**src/rtl/sample_window_averager_pkg.sv**
```systemverilog
// Shared constants and state encoding for the sample window averager and its
// downstream threshold comparator.
package sample_window_averager_pkg;

  typedef enum logic {
    Accum   = 1'b0,
    Present = 1'b1
  } state_e;

  localparam int unsigned DATA_WIDTH_DEF    = 16;
  localparam int unsigned LOG2_WINDOW_DEF   = 2;
  localparam int unsigned ENABLE_CYCLES_DEF = 2;

  localparam logic [15:0] COMPARE_THRESHOLD = 16'd8;

endpackage

```
**src/rtl/sample_window_averager.sv**
```systemverilog
// Sums windows of 2^log2_window samples and presents each window's floor mean to
// the comparator, holding compare_enable high for enable_cycles cycles.
module sample_window_averager
  import sample_window_averager_pkg::*;
#(
  parameter int unsigned data_width    = DATA_WIDTH_DEF,
  parameter int unsigned log2_window   = LOG2_WINDOW_DEF,
  parameter int unsigned enable_cycles = ENABLE_CYCLES_DEF
) (
  input  logic                  clk,
  input  logic                  reset,
  input  logic                  sample_valid,
  input  logic [data_width-1:0] sample_data,
  output logic                  sample_ready,
  input  logic                  flush,
  output logic                  compare_enable,
  output logic [data_width-1:0] compare_data_out,
  output logic [15:0]           window_count
);

  localparam int unsigned AccWidth = data_width + log2_window;
  localparam int unsigned CntWidth = log2_window;
  localparam int unsigned EnWidth  = $clog2(enable_cycles + 1);

  // The comparator registers data one cycle before comparing it.
  if (enable_cycles < 2) begin : gen_enable_cycles_check
    $error("enable_cycles must be at least 2");
  end
  if (log2_window < 1 || log2_window > 8) begin : gen_log2_window_check
    $error("log2_window must be in 1..8");
  end

  state_e                state_q, state_d;
  logic [AccWidth-1:0]   acc_q, acc_d;
  logic [CntWidth-1:0]   cnt_q, cnt_d;
  logic [EnWidth-1:0]    en_cnt_q, en_cnt_d;
  logic                  ready_q, ready_d;
  logic                  enable_q, enable_d;
  logic [data_width-1:0] data_q, data_d;
  logic [15:0]           wcount_q, wcount_d;

  logic                  transfer;
  logic                  last_sample;
  logic                  en_done;
  logic [AccWidth-1:0]   sum;

  assign transfer    = sample_valid && ready_q;
  assign last_sample = (cnt_q == {CntWidth{1'b1}});
  assign en_done     = (en_cnt_q == EnWidth'(enable_cycles));
  assign sum         = acc_q + AccWidth'(sample_data);

  always_ff @(posedge clk or negedge reset) begin
    if (!reset) begin
      state_q <= Accum;
    end else begin
      state_q <= state_d;
    end
  end

  always_comb begin
    state_d = state_q;
    unique case (state_q)
      Accum:   if (!flush && transfer && last_sample) state_d = Present;
      Present: if (en_done) state_d = Accum;
      default: state_d = Accum;
    endcase
  end

  always_comb begin
    acc_d    = acc_q;
    cnt_d    = cnt_q;
    en_cnt_d = en_cnt_q;
    ready_d  = ready_q;
    enable_d = enable_q;
    data_d   = data_q;
    wcount_d = wcount_q;
    unique case (state_q)
      Accum: begin
        ready_d  = 1'b1;
        enable_d = 1'b0;
        // Flush wins over a simultaneous transfer: the sample is consumed but dropped.
        if (flush) begin
          acc_d = '0;
          cnt_d = '0;
        end else if (transfer) begin
          if (last_sample) begin
            data_d   = data_width'(sum >> log2_window);
            acc_d    = '0;
            cnt_d    = '0;
            enable_d = 1'b1;
            ready_d  = 1'b0;
            en_cnt_d = EnWidth'(1);
          end else begin
            acc_d = sum;
            cnt_d = cnt_q + CntWidth'(1);
          end
        end
      end
      Present: begin
        if (en_done) begin
          enable_d = 1'b0;
          ready_d  = 1'b1;
          wcount_d = wcount_q + 16'd1;
        end else begin
          en_cnt_d = en_cnt_q + EnWidth'(1);
        end
      end
      default: ;
    endcase
  end

  always_ff @(posedge clk or negedge reset) begin
    if (!reset) begin
      acc_q    <= '0;
      cnt_q    <= '0;
      en_cnt_q <= '0;
      ready_q  <= 1'b0;
      enable_q <= 1'b0;
      data_q   <= '0;
      wcount_q <= '0;
    end else begin
      acc_q    <= acc_d;
      cnt_q    <= cnt_d;
      en_cnt_q <= en_cnt_d;
      ready_q  <= ready_d;
      enable_q <= enable_d;
      data_q   <= data_d;
      wcount_q <= wcount_d;
    end
  end

  assign sample_ready     = ready_q;
  assign compare_enable   = enable_q;
  assign compare_data_out = data_q;
  assign window_count     = wcount_q;

endmodule

```
**config.mk**
```make
export PLATFORM = sky130hd
export DESIGN_NAME = sample_window_averager
export DESIGN_NICKNAME = d
export VERILOG_FILES = /design/src/rtl/sample_window_averager_pkg.sv /design/src/rtl/sample_window_averager.sv
export SDC_FILE = /design/constraint.sdc
export NUM_CORES = 1
export LEC_CHECK = 0
export CAP_MARGIN = 10
export CELL_PAD_IN_SITES_DETAIL_PLACEMENT = 1
export CELL_PAD_IN_SITES_GLOBAL_PLACEMENT = 1
export CORE_MARGIN = 2
export CORE_UTILIZATION = 28
export DETAILED_ROUTE_END_ITERATION = 8
export PLACE_DENSITY = 0.62
export REMOVE_ABC_BUFFERS = 1
export SYNTH_ARGS = -nofsm -noshare
export SYNTH_HDL_FRONTEND = slang
export SYNTH_SLANG_ARGS = --single-unit
```
**constraint.sdc**
```tcl
create_clock -name clk -period 3.11 [get_ports clk]
set_input_delay 0.622 -clock clk [delete_from_list [all_inputs] [get_ports clk]]
set_output_delay 0.622 -clock clk [all_outputs]
set_load 0.02 [all_outputs]
```
Word-level counts from Yosys, hierarchy flattened

Cells that the tools add are included.

Flip-flop bits (word level): 57
Input port bits: 20
Logic and storage cells: 54

Bitwise operators: 2
Eq/ne operators: 7
Muxes and demuxes: 24
Reduce and logical (&&, ||, !) cells: 9
Add/sub/neg operators: 4

Operator list:

| cell                                                             | count |
|---|---|
| 18-bit two-way mux                                               | 3 |
| 18-bit by 16-bit adder with 18-bit output                        | 1 |
| 16-bit by 1-bit adder with 16-bit output (second input constant) | 1 |
| 2-bit two-way mux                                                | 7 |
| 1-bit two-way mux                                                | 10 |
| 2-bit != test (second input constant)                            | 4 |
| 4-bit AND reduction                                              | 2 |
| 1-bit case mux with 2 select lines                               | 3 |
| 2-bit by 1-bit adder with 2-bit output (second input constant)   | 2 |
| 2-bit equality test (second input constant)                      | 2 |
| 2-bit case mux with 2 select lines                               | 1 |
| 2-bit AND reduction                                              | 2 |
| 1-bit logical AND                                                | 3 |
| 2-bit by 1-bit != test with 1-bit output (second input constant) | 1 |
| 1-bit inverter                                                   | 2 |
| 2-bit nonzero test                                               | 1 |
| 1-bit zero test                                                  | 1 |

Longest topological paths before layout

Depth in word-level cells: 5
Mapped depth: 8
Mapped depth without buffers: 8

Worst setup path before layout

Ideal clock, no wire load.

Path type: input port to flip-flop
From: input sample_data[0]
To: register data_q[8] (netlist: compare_data_out[8])
Setup time: 125 ps
Stages on the path: 8
Buffers on the path: 0
Arrival time: 2434 ps
Required time: 2985 ps
Setup slack: 551 ps
Path through: ha_1 fa_1 a211oi_1 nor3_1 o211ai_1 nand2_1 xnor2_1 mux2_2

Word-level cells in the longest chain between the ends: 1

RTL lines:

| item                                      | RTL line                      | text |
|---|---|---|
| from (decl)                               | sample_window_averager.sv:13  | `input logic [data_width-1:0] sample_data,` |
| 18-bit by 16-bit adder with 18-bit output | sample_window_averager.sv:50  | `assign sum = acc_q + AccWidth'(sample_data);` |
| to (signal assigned)                      | sample_window_averager.sv:127 | `data_q <= data_d;` |
| to (decl)                                 | sample_window_averager.sv:39  | `logic [data_width-1:0] data_q, data_d;` |

Every way passes these cells.
A chain may end at the register's enable or synchronous reset.

Worst setup path in the final report

From: input sample_data[0]
To: register data_q[14] (netlist: compare_data_out[14])

Same word-level chain as after synthesis.

==> summary.txt <==
Status
  • Outcome: finished clean

Yosys
  • Post-synth top cells: dfrtp_1 (57), nand2_1 (40), xnor2_1 (21)
  • Synth async-reset ratio: 100.0%
  • Synth area leaders: dfrtp_1 (44%), ha_1 (7.4%), xnor2_1 (5.7%)
  • Syn Std Cell Area: 3222 um^2
  • Register area share after synthesis: 44.27%
  • Netlist cell types: 50
  • Synth Register Bits: 57
  • Avg Synthesized Cell Area: 9.913 um^2
  • Post-Syn Instances: 325
  • Top FF cell, synth: dfrtp_1
  • Synth area leader: dfrtp_1
  • Post-synth EDFFs: 0
  • Top cell type's share of synthesized area: 44.27%
  • Most frequent cell after synthesis: dfrtp_1
  • Synthesis warning total: 0

GRT
  • Vias in the first global route: 2880
  • GR Overflow Total: 0
  • Initial antenna violation count: 0
  • First-pass GRT wire length: 14390 um
  • Total Routing Usage GR: 14.61%
  • Pin count of the biggest net entering global routing: 39

Timing
  • Final period utilization: 92.23%
  • Period minus WS final: 2.868 ns
  • Max-slew violations: 0
  • Max Freq: 348.6 MHz
  • Fin. Hold Viols: 0
  • Worst hold slack: 0.2676 ns
  • Max-slew headroom: 67.12%
  • Slew @ Worst Pin: 0.4808 ns
  • RSZ-0062 raised after global routing: false
  • Final Setup Violations: 0
  • Fin Clk Skew: 0.003373 ns
  • Total negative slack: 0 ns

Placed design
  • PortBufs: 53
  • RD Place Congestion: 0.7824
  • Hpwl dp: 6255 um
  • Inst Count DP: 521

Job
  • Maximum capacitance violations: 0

Clock tree
  • CTS tree: yes
  • Clock latency on the worst-skew pair: 0.32 ns
  • Clock transition at path regs: 0.05 ns
  • CTS sink count: 57
  • Root buffer cell: clkbuf_16
  • Post-CTS Hold Buffers: 0
  • Setup Buffers After CTS: 0
  • Clock tree buffer depth: 2
  • CTS buffer count: 9
  • Post-CTS resize count: 0
  • H-tree depth: 3

Pwr
  • Leakage: 1.924 nW
  • Clock power share: 35.2%
  • Maximum VDD drop: 0.2149 mV
  • Pwr Total: 0.002884 W
  • Sequential power share: 33.1%
  • Pint: 0.001946 W
  • Sw Share: 32.51%
  • P_sw: 0.0009374 W
  • Combinational power share: 31.7%
  • PwrDens: 674.1 nW/um^2

Detailed routing
  • DRC errors left: 0
  • DR pass1 iterations: 4
  • Antenna Nets Post-Route: 0
  • Final WL: 8764 um
  • Vias: 2731
  • Via-to-Cell Ratio: 5.086
  • Wire per inst: 16.32 um
  • DRT iter0 DRCs: 120

Setup path
  • WS Path Type: input port to flop
  • Critical Path AT: 3.09 ns
  • Critical path peak fanout: 3
  • Element type at the critical path end: flop
  • Crit start category: input port
  • Req. time, crit path: 3.33 ns

Floorplanning
  • Row Count: 39
  • Die H: 111.3 um
  • Core area: 11320 um^2
  • Full die area: 12380 um^2
  • Die width: 111.3 um
  • Starting density of the core: 28.46%
  • IO Count: 54

Final layout
  • Final net count: 429
  • Area grow syn2layout: 32.78%
  • Post-Layout Cell Count: 537
  • Fillers: 1297
  • Ant. Diodes: 0
  • Share of layout cells above drive strength 1: 11.17%

Worst hold path
  • Worst hold path class: input port to async pin
[per-layer routing]
layer / track usage [%] / routed length, um / up-vias
li1: - / - / 1306
met1: 19.64 / 4296 / 1361
met2: 22.52 / 3991 / 50
met3: 3.062 / 302 / 14
met4: 6.831 / 174 / 0
met5: 0 / 0 / -
[path summary, 6_finish.rpt]
path | slack (ns) | cells past startpoint | from | endpoint
setup / recovery | 0.24 | 11 | sample_data[0] | compare_data_out[14]
hold / removal | 0.27 | 1 | reset | compare_data_out[12]
setup reg to reg | 0.59 | 10 | acc_q[0] | compare_data_out[14]
hold reg to reg | 0.47 | 1 | window_count[15] | window_count[15]
max in group asynchronous | 2.26 | 2 | reset | acc_q[1]
min in group clk | 0.47 | 1 | window_count[15] | window_count[15]
[cell type report]
class | instances | area [um^2] | area share [%]
clock buffer | 12 | 256.5 | 5.996
clock inverter | 4 | 51.30 | 1.199
tap | 143 | 178.9 | 4.183
inverter | 4 | 15.01 | 0.3510
sequential | 57 | 1426 | 33.34
timing repair buffer | 67 | 643.1 | 15.03
multi-input combinational | 250 | 1707 | 39.89
[sequential cells by signal, summed over array words and instances (netlist names)]
name,count
acc_q,18
compare_data_out,16
window_count,16
cnt_q,2
en_cnt_q,2
compare_enable,1
sample_ready,1
state_q,1
[cells by family after synthesis]
logic type / count (synthesis) / share of synthesized area (%)
XOR/XNOR: 26 / 7.068
buffers and inverters: 18 / 2.757
flip-flops: 57 / 44.27
adder cells (fa/ha/maj): 20 / 8.000
AO/OA/AOI/OAI: 81 / 17.13
AND/OR/NAND/NOR: 114 / 17.71
multiplexers: 9 / 3.068
[power by group through the flow]
stage / Clock [W] / Combinational, W / Sequential [W]
floorplan: 0 / 0.000496 / 0.00103
finish: 0.00102 / 0.000914 / 0.000955
global placement: 0 / 0.000886 / 0.000964
global route: 0.00108 / 0.00101 / 0.000976
CTS: 0.00104 / 0.000923 / 0.000958
detailed placement: 0 / 0.000912 / 0.000969
[cells in the final DEF, fill, tap and decap left out, types with 3 or more instances in the layout]
cell type and count:
dfrtp_1 57, clkdlybuf4s50_1 52, nand2_1 40, xnor2_1 21, a21oi_1 20, nor2_1 20
ha_1 19, o21ai_0 16, buf_4 13, nand3_1 12, a22o_1 11, clkbuf_16 9
nor3_1 8, a21o_1 8, nand4_1 7, mux2_2 7, and3_1 6, xor2_1 5
inv_1 4, a211oi_1 4, nand2b_1 3, o211ai_1 3, o21a_1 3, or3_1 3
[critical path, cell delays in order]
cell,delay [ns]
clkdlybuf4s50_1,0.40
ha_1,0.23
fa_1,0.43
a211oi_1,0.32
nor3_1,0.13
o211ai_1,0.20
buf_4,0.17
buf_4,0.10
o21ai_1,0.11
xnor2_1,0.16
o21ai_0,0.22
[per-stage QoR]
step / cell area [um^2] / setup slack [ns] / util, %
2_1_floorplan: 3148 / 0.5513 / -
3_3_place_gp: 3970 / -0.02645 / 35.07
3_5_place_dp: 3970 / -0.06380 / 35.07
4_1_cts: 4278 / 0.2369 / 37.79
5_1_grt: 4278 / 0.09904 / 37.79
6_report: 4278 / 0.2418 / 37.79
Note: power is estimated with default switching activity, not from simulation.
